$ cat src/rtl/core_dec_pkg.sv
// ============================================================================
// core_dec_pkg : decode-bundle field layout, hazard encodings, entry type
// Revision     : 1.0
// ============================================================================
`default_nettype none

package core_dec_pkg;

  localparam int CTRL_W = 20;

  // Control bundle layout, LSB first
  localparam int CTRL_WB_SX_OP_LSB = 0;   // 3 bits
  localparam int CTRL_MUX_BUS_LSB  = 3;   // 3 bits
  localparam int CTRL_ALU_OP_LSB   = 6;   // 4 bits
  localparam int CTRL_ALU_CND_LSB  = 10;  // 3 bits
  localparam int CTRL_WE_BIT       = 13;
  localparam int CTRL_L1D_VAL_BIT  = 14;
  localparam int CTRL_L1D_COP_BIT  = 15;
  localparam int CTRL_L1D_SIZE_LSB = 16;  // 2 bits
  localparam int CTRL_HAZ_CMD_LSB  = 18;  // 2 bits

  localparam int X0_IDX = 0;

  typedef enum logic [1:0] {
    HAZ_NONE = 2'd0,
    HAZ_RS1  = 2'd1,
    HAZ_RS2  = 2'd2,
    HAZ_BOTH = 2'd3
  } haz_cmd_e;

  typedef struct packed {
    logic [31:0]       pc;
    logic [CTRL_W-1:0] ctrl;
    logic [4:0]        rs1;
    logic [4:0]        rs2;
    logic [4:0]        rd;
    logic [31:0]       src1;
    logic [31:0]       src2;
  } dec_entry_t;

endpackage

`default_nettype wire

$ cat src/rtl/core_dec_snoop.sv
// ============================================================================
// core_dec_snoop : replaces an operand with the writeback value on a match
// Revision       : 1.0
// ============================================================================
`default_nettype none

module core_dec_snoop #(
  parameter int DATA_W = 32,
  parameter int REG_AW = 5
) (
  input  logic [REG_AW-1:0] rs_i,
  input  logic [DATA_W-1:0] src_i,
  input  logic              wb_we_i,
  input  logic [REG_AW-1:0] wb_rd_i,
  input  logic [DATA_W-1:0] wb_data_i,
  output logic [DATA_W-1:0] src_o
);
  import core_dec_pkg::*;

  logic hit;

  // x0 is hard-wired zero, so a write to it must never leak into an operand
  assign hit   = wb_we_i && (wb_rd_i != REG_AW'(X0_IDX)) && (wb_rd_i == rs_i);
  assign src_o = hit ? wb_data_i : src_i;

endmodule

`default_nettype wire

$ cat src/rtl/core_dec_buf.sv
// ============================================================================
// core_dec_buf : DEPTH-entry decode-output FIFO with writeback operand snoop
// Revision     : 1.0  (optional same-cycle bypass: CORE_DEC_BUF_BYPASS_EN)
// ============================================================================
`default_nettype none

module core_dec_buf #(
  parameter int DATA_W = 32,
  parameter int REG_AW = 5,
  parameter int CTRL_W = core_dec_pkg::CTRL_W,
  parameter int DEPTH  = 2
) (
  input  logic                       clk,
  input  logic                       rst,
  input  logic                       kill,
  input  logic                       in_val,
  output logic                       in_rdy,
  input  logic [DATA_W-1:0]          in_pc,
  input  logic [CTRL_W-1:0]          in_ctrl,
  input  logic [REG_AW-1:0]          in_rs1,
  input  logic [REG_AW-1:0]          in_rs2,
  input  logic [REG_AW-1:0]          in_rd,
  input  logic [DATA_W-1:0]          in_src1,
  input  logic [DATA_W-1:0]          in_src2,
  input  logic                       wb_we,
  input  logic [REG_AW-1:0]          wb_rd,
  input  logic [DATA_W-1:0]          wb_data,
  output logic                       out_val,
  input  logic                       out_rdy,
  output logic [DATA_W-1:0]          out_pc,
  output logic [CTRL_W-1:0]          out_ctrl,
  output logic [REG_AW-1:0]          out_rs1,
  output logic [REG_AW-1:0]          out_rs2,
  output logic [REG_AW-1:0]          out_rd,
  output logic [DATA_W-1:0]          out_src1,
  output logic [DATA_W-1:0]          out_src2,
  output logic [$clog2(DEPTH+1)-1:0] count
);
  import core_dec_pkg::*;

  localparam int PTR_W = $clog2(DEPTH);
  localparam int CNT_W = $clog2(DEPTH+1);
  localparam logic [CNT_W-1:0] FULL_CNT = CNT_W'(DEPTH);

  logic [DATA_W-1:0] pc_q   [DEPTH];
  logic [CTRL_W-1:0] ctrl_q [DEPTH];
  logic [REG_AW-1:0] rs1_q  [DEPTH];
  logic [REG_AW-1:0] rs2_q  [DEPTH];
  logic [REG_AW-1:0] rd_q   [DEPTH];
  logic [DATA_W-1:0] src1_q [DEPTH];
  logic [DATA_W-1:0] src2_q [DEPTH];
  logic [DATA_W-1:0] src1_snp [DEPTH];
  logic [DATA_W-1:0] src2_snp [DEPTH];
  logic [DATA_W-1:0] in_src1_snp;
  logic [DATA_W-1:0] in_src2_snp;

  logic [PTR_W-1:0] rd_ptr_q, rd_ptr_d;
  logic [PTR_W-1:0] wr_ptr_q, wr_ptr_d;
  logic [CNT_W-1:0] count_q, count_d;
  logic             empty, push, pop, bypass;

  assign empty  = (count_q == '0);
  assign in_rdy = (count_q != FULL_CNT);
`ifdef CORE_DEC_BUF_BYPASS_EN
  assign bypass = empty & in_val & out_rdy & ~kill;
`else
  assign bypass = 1'b0;
`endif
  assign push  = in_val & in_rdy & ~bypass;
  assign pop   = ~empty & out_rdy;
  assign count = count_q;

  generate
    for (genvar i = 0; i < DEPTH; i++) begin : g_entry
      core_dec_snoop #(.DATA_W(DATA_W), .REG_AW(REG_AW)) u_snp1 (
        .rs_i(rs1_q[i]), .src_i(src1_q[i]), .wb_we_i(wb_we),
        .wb_rd_i(wb_rd), .wb_data_i(wb_data), .src_o(src1_snp[i])
      );
      core_dec_snoop #(.DATA_W(DATA_W), .REG_AW(REG_AW)) u_snp2 (
        .rs_i(rs2_q[i]), .src_i(src2_q[i]), .wb_we_i(wb_we),
        .wb_rd_i(wb_rd), .wb_data_i(wb_data), .src_o(src2_snp[i])
      );
    end
  endgenerate

  // Shared by the push path and the bypass path
  core_dec_snoop #(.DATA_W(DATA_W), .REG_AW(REG_AW)) u_in_snp1 (
    .rs_i(in_rs1), .src_i(in_src1), .wb_we_i(wb_we),
    .wb_rd_i(wb_rd), .wb_data_i(wb_data), .src_o(in_src1_snp)
  );
  core_dec_snoop #(.DATA_W(DATA_W), .REG_AW(REG_AW)) u_in_snp2 (
    .rs_i(in_rs2), .src_i(in_src2), .wb_we_i(wb_we),
    .wb_rd_i(wb_rd), .wb_data_i(wb_data), .src_o(in_src2_snp)
  );

  // Storage needs no reset: nothing is ever shown from an unoccupied slot
  always_ff @(posedge clk) begin
    for (int i = 0; i < DEPTH; i++) begin
      src1_q[i] <= src1_snp[i];
      src2_q[i] <= src2_snp[i];
    end
    if (push) begin
      pc_q[wr_ptr_q]   <= in_pc;
      ctrl_q[wr_ptr_q] <= in_ctrl;
      rs1_q[wr_ptr_q]  <= in_rs1;
      rs2_q[wr_ptr_q]  <= in_rs2;
      rd_q[wr_ptr_q]   <= in_rd;
      src1_q[wr_ptr_q] <= in_src1_snp;
      src2_q[wr_ptr_q] <= in_src2_snp;
    end
  end

  always_comb begin
    rd_ptr_d = rd_ptr_q;
    wr_ptr_d = wr_ptr_q;
    count_d  = count_q;
    if (kill) begin
      rd_ptr_d = '0;
      wr_ptr_d = '0;
      count_d  = '0;
    end else begin
      if (push) wr_ptr_d = wr_ptr_q + PTR_W'(1);
      if (pop)  rd_ptr_d = rd_ptr_q + PTR_W'(1);
      case ({push, pop})
        2'b10:   count_d = count_q + CNT_W'(1);
        2'b01:   count_d = count_q - CNT_W'(1);
        default: count_d = count_q;
      endcase
    end
  end

  always_ff @(posedge clk or posedge rst) begin
    if (rst) begin
      rd_ptr_q <= '0;
      wr_ptr_q <= '0;
      count_q  <= '0;
    end else begin
      rd_ptr_q <= rd_ptr_d;
      wr_ptr_q <= wr_ptr_d;
      count_q  <= count_d;
    end
  end

  always_comb begin
    out_val  = 1'b0;
    out_pc   = '0;
    out_ctrl = '0;
    out_rs1  = '0;
    out_rs2  = '0;
    out_rd   = '0;
    out_src1 = '0;
    out_src2 = '0;
    if (!empty) begin
      out_val  = 1'b1;
      out_pc   = pc_q[rd_ptr_q];
      out_ctrl = ctrl_q[rd_ptr_q];
      out_rs1  = rs1_q[rd_ptr_q];
      out_rs2  = rs2_q[rd_ptr_q];
      out_rd   = rd_q[rd_ptr_q];
      out_src1 = src1_q[rd_ptr_q];
      out_src2 = src2_q[rd_ptr_q];
    end else if (bypass) begin
      out_val  = 1'b1;
      out_pc   = in_pc;
      out_ctrl = in_ctrl;
      out_rs1  = in_rs1;
      out_rs2  = in_rs2;
      out_rd   = in_rd;
      out_src1 = in_src1_snp;
      out_src2 = in_src2_snp;
    end
  end

endmodule

`default_nettype wire

$ cat config.mk
export PLATFORM = sky130hd
export DESIGN_NAME = core_dec_buf
export DESIGN_NICKNAME = d
export VERILOG_FILES = /design/src/rtl/core_dec_pkg.sv /design/src/rtl/core_dec_snoop.sv /design/src/rtl/core_dec_buf.sv
export SDC_FILE = /design/constraint.sdc
export NUM_CORES = 1
export LEC_CHECK = 0
export BUFFER_PORTS_ARGS = -buffer_cell sky130_fd_sc_hd__buf_2
export CAP_MARGIN = 20
export CORE_ASPECT_RATIO = 1.2
export CORE_MARGIN = 2
export CORE_UTILIZATION = 40
export CTS_CLUSTER_DIAMETER = 100
export CTS_CLUSTER_SIZE = 28
export DETAILED_ROUTE_END_ITERATION = 10
export GPL_ROUTABILITY_DRIVEN = 0
export HOLD_SLACK_MARGIN = 0.15
export PLACE_DENSITY = 0.65
export SETUP_SLACK_MARGIN = 0.05
export SYNTH_ARGS = -nofsm -noshare
export SYNTH_HDL_FRONTEND = slang
export SYNTH_HIERARCHICAL = 1
export SYNTH_SLANG_ARGS = --single-unit
$ cat constraint.sdc
create_clock -name clk -period 3.58 [get_ports clk]
set_input_delay 1.074 -clock clk [delete_from_list [all_inputs] [get_ports clk]]
set_output_delay 1.074 -clock clk [all_outputs]
set_load 0.02 [all_outputs]
==> results of run 1 <==
-- synth_stat cells, drive strengths merged --
cell type,n
inv,5
nor2,139
a21bo,1
nand2b,1
mux2i,132
o211ai,1
nand2,12
xor2,1
a21o,1
or2,1
nand3,7
mux2,320
a211oi,6
o41ai,6
dfrtp,4
edfxtp,134
o21ai,1
xnor2,24
nand3b,2
nor3b,1
clkbuf,8
dfxtp,128
a21oi,4
buf,54
-- where the power goes --
part / internal (mW) / switching [mW] / total, mW
clock: 0.951 / 1.06 / 2.01
combinational: 1.32 / 0.964 / 2.29
sequential: 3.66 / 0.227 / 3.89
-- per-stage QoR --
step                utilization [%]  cells
floorplan                         -    993
global placement               46.4   1721
detailed placement             46.4   1721
CTS                            47.8   1745
global route                   47.8   1746
finish                         47.8   1747
-- final timing paths --
path / startpoint / end
max: count[0] / out_src2[29]
min: rst / count[1]
max reg2reg: rs1_q[0][3] / src1_q[0][0]
min reg2reg: src2_q[1][0] / src2_q[1][0]
max in group asynchronous: rst / rd_ptr_q
min in group clk: src2_q[1][0] / src2_q[1][0]
-- final cells by class --
type,instances,area [um^2]
Fill cell,3142,18300
Tap cell,462,578
Inverter,5,18.8
Clock inverter,5,101
Sequential cell,266,6690
Clock buffer,19,390
Multi-Input combinational cell,660,7090
Timing Repair Buffer,328,1880
Antenna cell,2,5.00
-- cells in the final DEF, fill, tap and decap left out, types with 2 or more instances in the layout --
master / instances
a211oi_4: 6
a21oi_1: 4
buf_12: 15
buf_2: 308
buf_4: 5
bufinv_16: 2
clkbuf_1: 4
clkbuf_16: 15
dfrtp_1: 3
dfxtp_1: 128
diode_2: 2
edfxtp_1: 134
inv_1: 3
inv_2: 2
mux2_2: 53
mux2_4: 267
mux2i_1: 132
nand2_1: 12
nand3_1: 6
nor2_1: 138
o41ai_2: 6
xnor2_1: 24
-- layer usage --
metal	share of wire (%)	GRT usage, %	up-vias
met4	1.3	3.70	10
met1	43	22.5	4297
met2	48	31.0	244
li1	-	-	4147
met3	7.5	5.06	32
met5	0.18	0	-
-- logic make-up after synthesis --
kind of cell / after synthesis
AO/OA/AOI/OAI: 20
XOR/XNOR: 25
buffers and inverters: 67
flip-flops: 266
multiplexers: 452
AND/OR/NAND/NOR: 163
-- registers in the layout, summed over array words and instances, names as in the netlist --
name and count:
pc_q 64, src1_q 64, src2_q 64, ctrl_q 40
rd_q 10, rs1_q 10, rs2_q 10, count 2
rd_ptr_q 1, wr_ptr_q 1
==> flow_metrics.tcl, run 1 <==
set metrics [dict create \
    status "complete, no violations" \
    slew_viol_final 0 \
    crit_family "buffers and inverters" \
    synth_nets 1167 \
    grt_first_pass_wirelength_um 52700 \
    start_util_pct 40.7 \
    setup_violations 0 \
    hold-worst-slack_ns 0.447 \
    endpoint_kind "primary output" \
    cp_cell_sequence "nor2_4, buf_4, nor2_1, buf_2" \
    synth_area_um2 14200 \
    fmax_ghz 0.309 \
    synth_xor_area_share_pct 1.54 \
    hold_violations 0 \
    viasPerCell 5.00 \
    required_ns 2.51 \
    clock-sinks 266 \
    netlist_instances 993 \
    tightestPinTransition_ns 0.713 \
    layout-drive-gt1-share_pct 53.7 \
    synth_area_per_cell_um2 14.3 \
    fin_nets 1449 \
    area.growth.synth_to_final_pct 17.6 \
    r2r_cells 6 \
    dpl_cell_area_um2 16300 \
    path_class "reg2out" \
    power_density_nw_per_um2 489 \
    synth-compound-area-share_pct 1.88 \
    preCtsSetupSlack_ns 0.434 \
    grt_max_degree 75 \
    postRouteAntennaNets 0 \
    total_power_mw 8.19 \
    grt_overflow_total 0 \
    layout_setup_ws_ns 0.342 \
    totalWireLength_um 34100 \
    cp_max_fo 58 \
    min_period_over_period_pct 90.4 \
    design_area_um2 16700 \
    p_leak_nw 7.13 \
    clock_latency_ns 0.52 \
    clockRootBuffer "clkbuf_16" \
    first_pass_iters 4 \
    yosysTopAreaCell "edfxtp_1" \
    antenna_found_initial 8 \
    cts_setup_buffers 0 \
    vdd.ir_drop.worst_uv 455 \
    grt_setup_unrepaired "false" \
    ctsHoldBuffers 0 \
    crit_slowest_cell "buf_4" \
    slew_headroom_pct 52.5 \
    io_pins 309 \
    yosys.area_share.simple_pct 4.52 \
    dieArea_um2 37100 \
    ys_seq_area_share_pct 46.9 \
    clock_path_buffers 3 \
    synth.area.top_cells "edfxtp_1, mux2_4, dfxtp_1" \
    rows 75 \
    cp.arrival_ns 2.16 \
    fp.dieW_um 176 \
    synthAdderAreaFrac_pct 0 \
    hp-class "in2async" \
    yosysWarnings 6 \
    hpwl_um 22600 \
    ys_ff_latch 266 \
    critPathLaunchType "flip-flop" \
    cts-resized-gates 0 \
    synth_top_family_by_area "multiplexers" \
    wl_per_cell_um 19.5 \
    critPathBufInv 2 \
    cts_tree "yes" \
    dieHeight_um 211 \
    vias 8730 \
    critical_path.max_stage_delay_ns 0.55 \
    initialDrtViolationCount 323 \
    core_um2 35000 \
    drc 0 \
    grt_pass1_vias 9276 \
    yosysUniqueCellTypes 27 \
    finalSetupTns_ns 0 \
    r2r_setup_slack_ns 1.41 \
    synth_top_area_share_pct 28.3 \
    cts_max_level 1 \
    grt_usage_pct 18.0 \
    max-cap-violations 0 \
    clkTransAtPathRegs_ns 0.11 \
    synthMuxAreaShare_pct 41.6 \
    fin_crit_ns 3.24 \
    numPortBuffers 308 \
    numCtsBuffers 14 \
    clock-skew-final_ns 0.0275 \
    crit_cells 4 \
]
(Power assumes the default switching activity.)
==> run 2: changes to the inputs <==
--- a/config.mk
+++ b/config.mk
@@ -15,6 +15,7 @@
 export DETAILED_ROUTE_END_ITERATION = 10
 export GPL_ROUTABILITY_DRIVEN = 0
 export HOLD_SLACK_MARGIN = 0.15
+export MAX_ROUTING_LAYER = met4
 export PLACE_DENSITY = 0.65
 export SETUP_SLACK_MARGIN = 0.05
 export SYNTH_ARGS = -nofsm -noshare
==> run 2 against run 1 <==
  * Worst hold slack worse by 0.0011 ns
  * Combinational power hardly changed
  * Setup slack better by 0.019 ns
  * Largest cell class unchanged
  * Largest power group unchanged
  * Die area stayed put
  * Cell count is 0.40% higher
  * Clock skew is 0.0011 ns higher
  * Power hardly changed
  * Highest routed layer is now met4
  * Cell area is 0.10% higher
  * Routed wire length hardly changed
==> flow_metrics.tcl, run 2 (same netlist as run 1, synthesis figures left out) <==
set metrics [dict create \
    drc 0 \
    fin_util_pct 47.9 \
    cp.arrival_ns 2.14 \
    numCtsBuffers 14 \
    cts_tree "yes" \
    clkTransAtPathRegs_ns 0.11 \
    fin_crit_ns 3.22 \
    viasPerCell 4.98 \
    grt_usage_pct 18.6 \
    antenna_found_initial 8 \
    hp-class "in2async" \
    fin_nets 1449 \
    io_pins 309 \
    path_class "reg2out" \
    endpoint_kind "primary output" \
    clock-skew-final_ns 0.0286 \
    worstReg2RegStart "rs1_q[0][3]" \
    clock-sinks 266 \
    power_density_nw_per_um2 488 \
    vdd.ir_drop.worst_uv 449 \
    core_um2 35000 \
    numPortBuffers 308 \
    max-cap-violations 0 \
    dieHeight_um 211 \
    fill_cells 3140 \
    first_pass_iters 4 \
    grt_pass1_vias 9297 \
    start_util_pct 40.7 \
    finalSetupTns_ns 0 \
    totalWireLength_um 34100 \
    fp.dieW_um 176 \
    cts-resized-gates 0 \
    slew_viol_final 0 \
    grt_first_pass_wirelength_um 52700 \
    crit_slowest_cell "buf_4" \
    grt_overflow_total 0 \
    cp_max_fo 58 \
    ctsHoldBuffers 0 \
    cts_max_level 1 \
    timing.rr.end "src1_q[0][0]" \
    layout-drive-gt1-share_pct 53.7 \
    total_power_mw 8.19 \
    clock_path_buffers 3 \
    cts_setup_buffers 0 \
    status "complete, no violations" \
    critical_path.max_stage_delay_ns 0.55 \
    setup_violations 0 \
    rows 75 \
    hpwl_um 22600 \
    fmax_ghz 0.311 \
    r2r_setup_slack_ns 1.41 \
    layout_common_cells "buf_2, mux2_4, nor2_1, edfxtp_1, mux2i_1" \
    critPathBufInv 2 \
    cp_cell_sequence "nor2_4, buf_4, nor2_1, buf_2" \
    grt_max_degree 75 \
    wl_per_cell_um 19.5 \
    min_period_over_period_pct 89.9 \
    vias 8737 \
    hold-worst-slack_ns 0.446 \
    required_ns 2.51 \
    area.growth.synth_to_final_pct 17.7 \
    reg_top3 "pc_q x64, src1_q x64, src2_q x64" \
    critPathLaunchType "flip-flop" \
    clockRootBuffer "clkbuf_16" \
    tightestPinTransition_ns 0.698 \
    layout_commonest_cell "buf_2" \
    initialDrtViolationCount 291 \
    dpl_cell_area_um2 16300 \
    p_leak_nw 7.13 \
    hold_violations 0 \
    r2r_cells 6 \
    design_area_um2 16800 \
    clock_latency_ns 0.52 \
    crit_family "buffers and inverters" \
    dieArea_um2 37100 \
    postRouteAntennaNets 0 \
    slew_headroom_pct 53.4 \
    grt_setup_unrepaired "false" \
]
run 2: worst max path at each step:
stage | from | to | slack, ns | depth (start not counted)
finish | count[1] | out_pc[14] | 0.36 | 4
detailed placement | wb_rd[0] | src1_q[0][31] | 0.43 | 7
global placement | wb_rd[0] | src1_q[1][0] | 0.47 | 7
global route | count[0] | out_src2[25] | 0.22 | 4
floorplan | in_val | ctrl_q[1][0] | 0.09 | 5
CTS | count[0] | out_src2[25] | 0.29 | 4
run 2: final cells by class:
type | instances | area, um^2 | share of cell area, %
diodes | 9 | 22.5 | 0.134
clock buffers | 19 | 390 | 2.33
clock inverters | 5 | 101 | 0.604
inverters | 5 | 18.8 | 0.112
multi-input cells | 660 | 7090 | 42.3
flip-flops and latches | 266 | 6690 | 39.9
well taps | 462 | 578 | 3.45
repair buffers | 328 | 1880 | 11.2
run 2: where the power goes:
part           switching (mW)  internal, mW  total, mW
logic                   0.965          1.32       2.29
clock network            1.06         0.952       2.01
registers               0.227          3.66       3.89
run 2: metal layers:
metal | vias to the layer above | part of all wire, % | routed length [um] | global-route usage [%]
li1 | 4159 | - | - | -
met1 | 4305 | 44 | 14900 | 22.8
met2 | 251 | 48 | 16400 | 31.0
met3 | 22 | 7.0 | 2410 | 4.70
met4 | 0 | 1.3 | 446 | 3.70
met5 | - | 0 | 0 | -
run 2: per-stage QoR:
stage          setup WS, ns  cells
6_report              0.361   1754
2_1_floorplan        0.0854    993
3_3_place_gp          0.470   1721
5_1_grt               0.221   1753
3_5_place_dp          0.434   1721
4_1_cts               0.293   1745
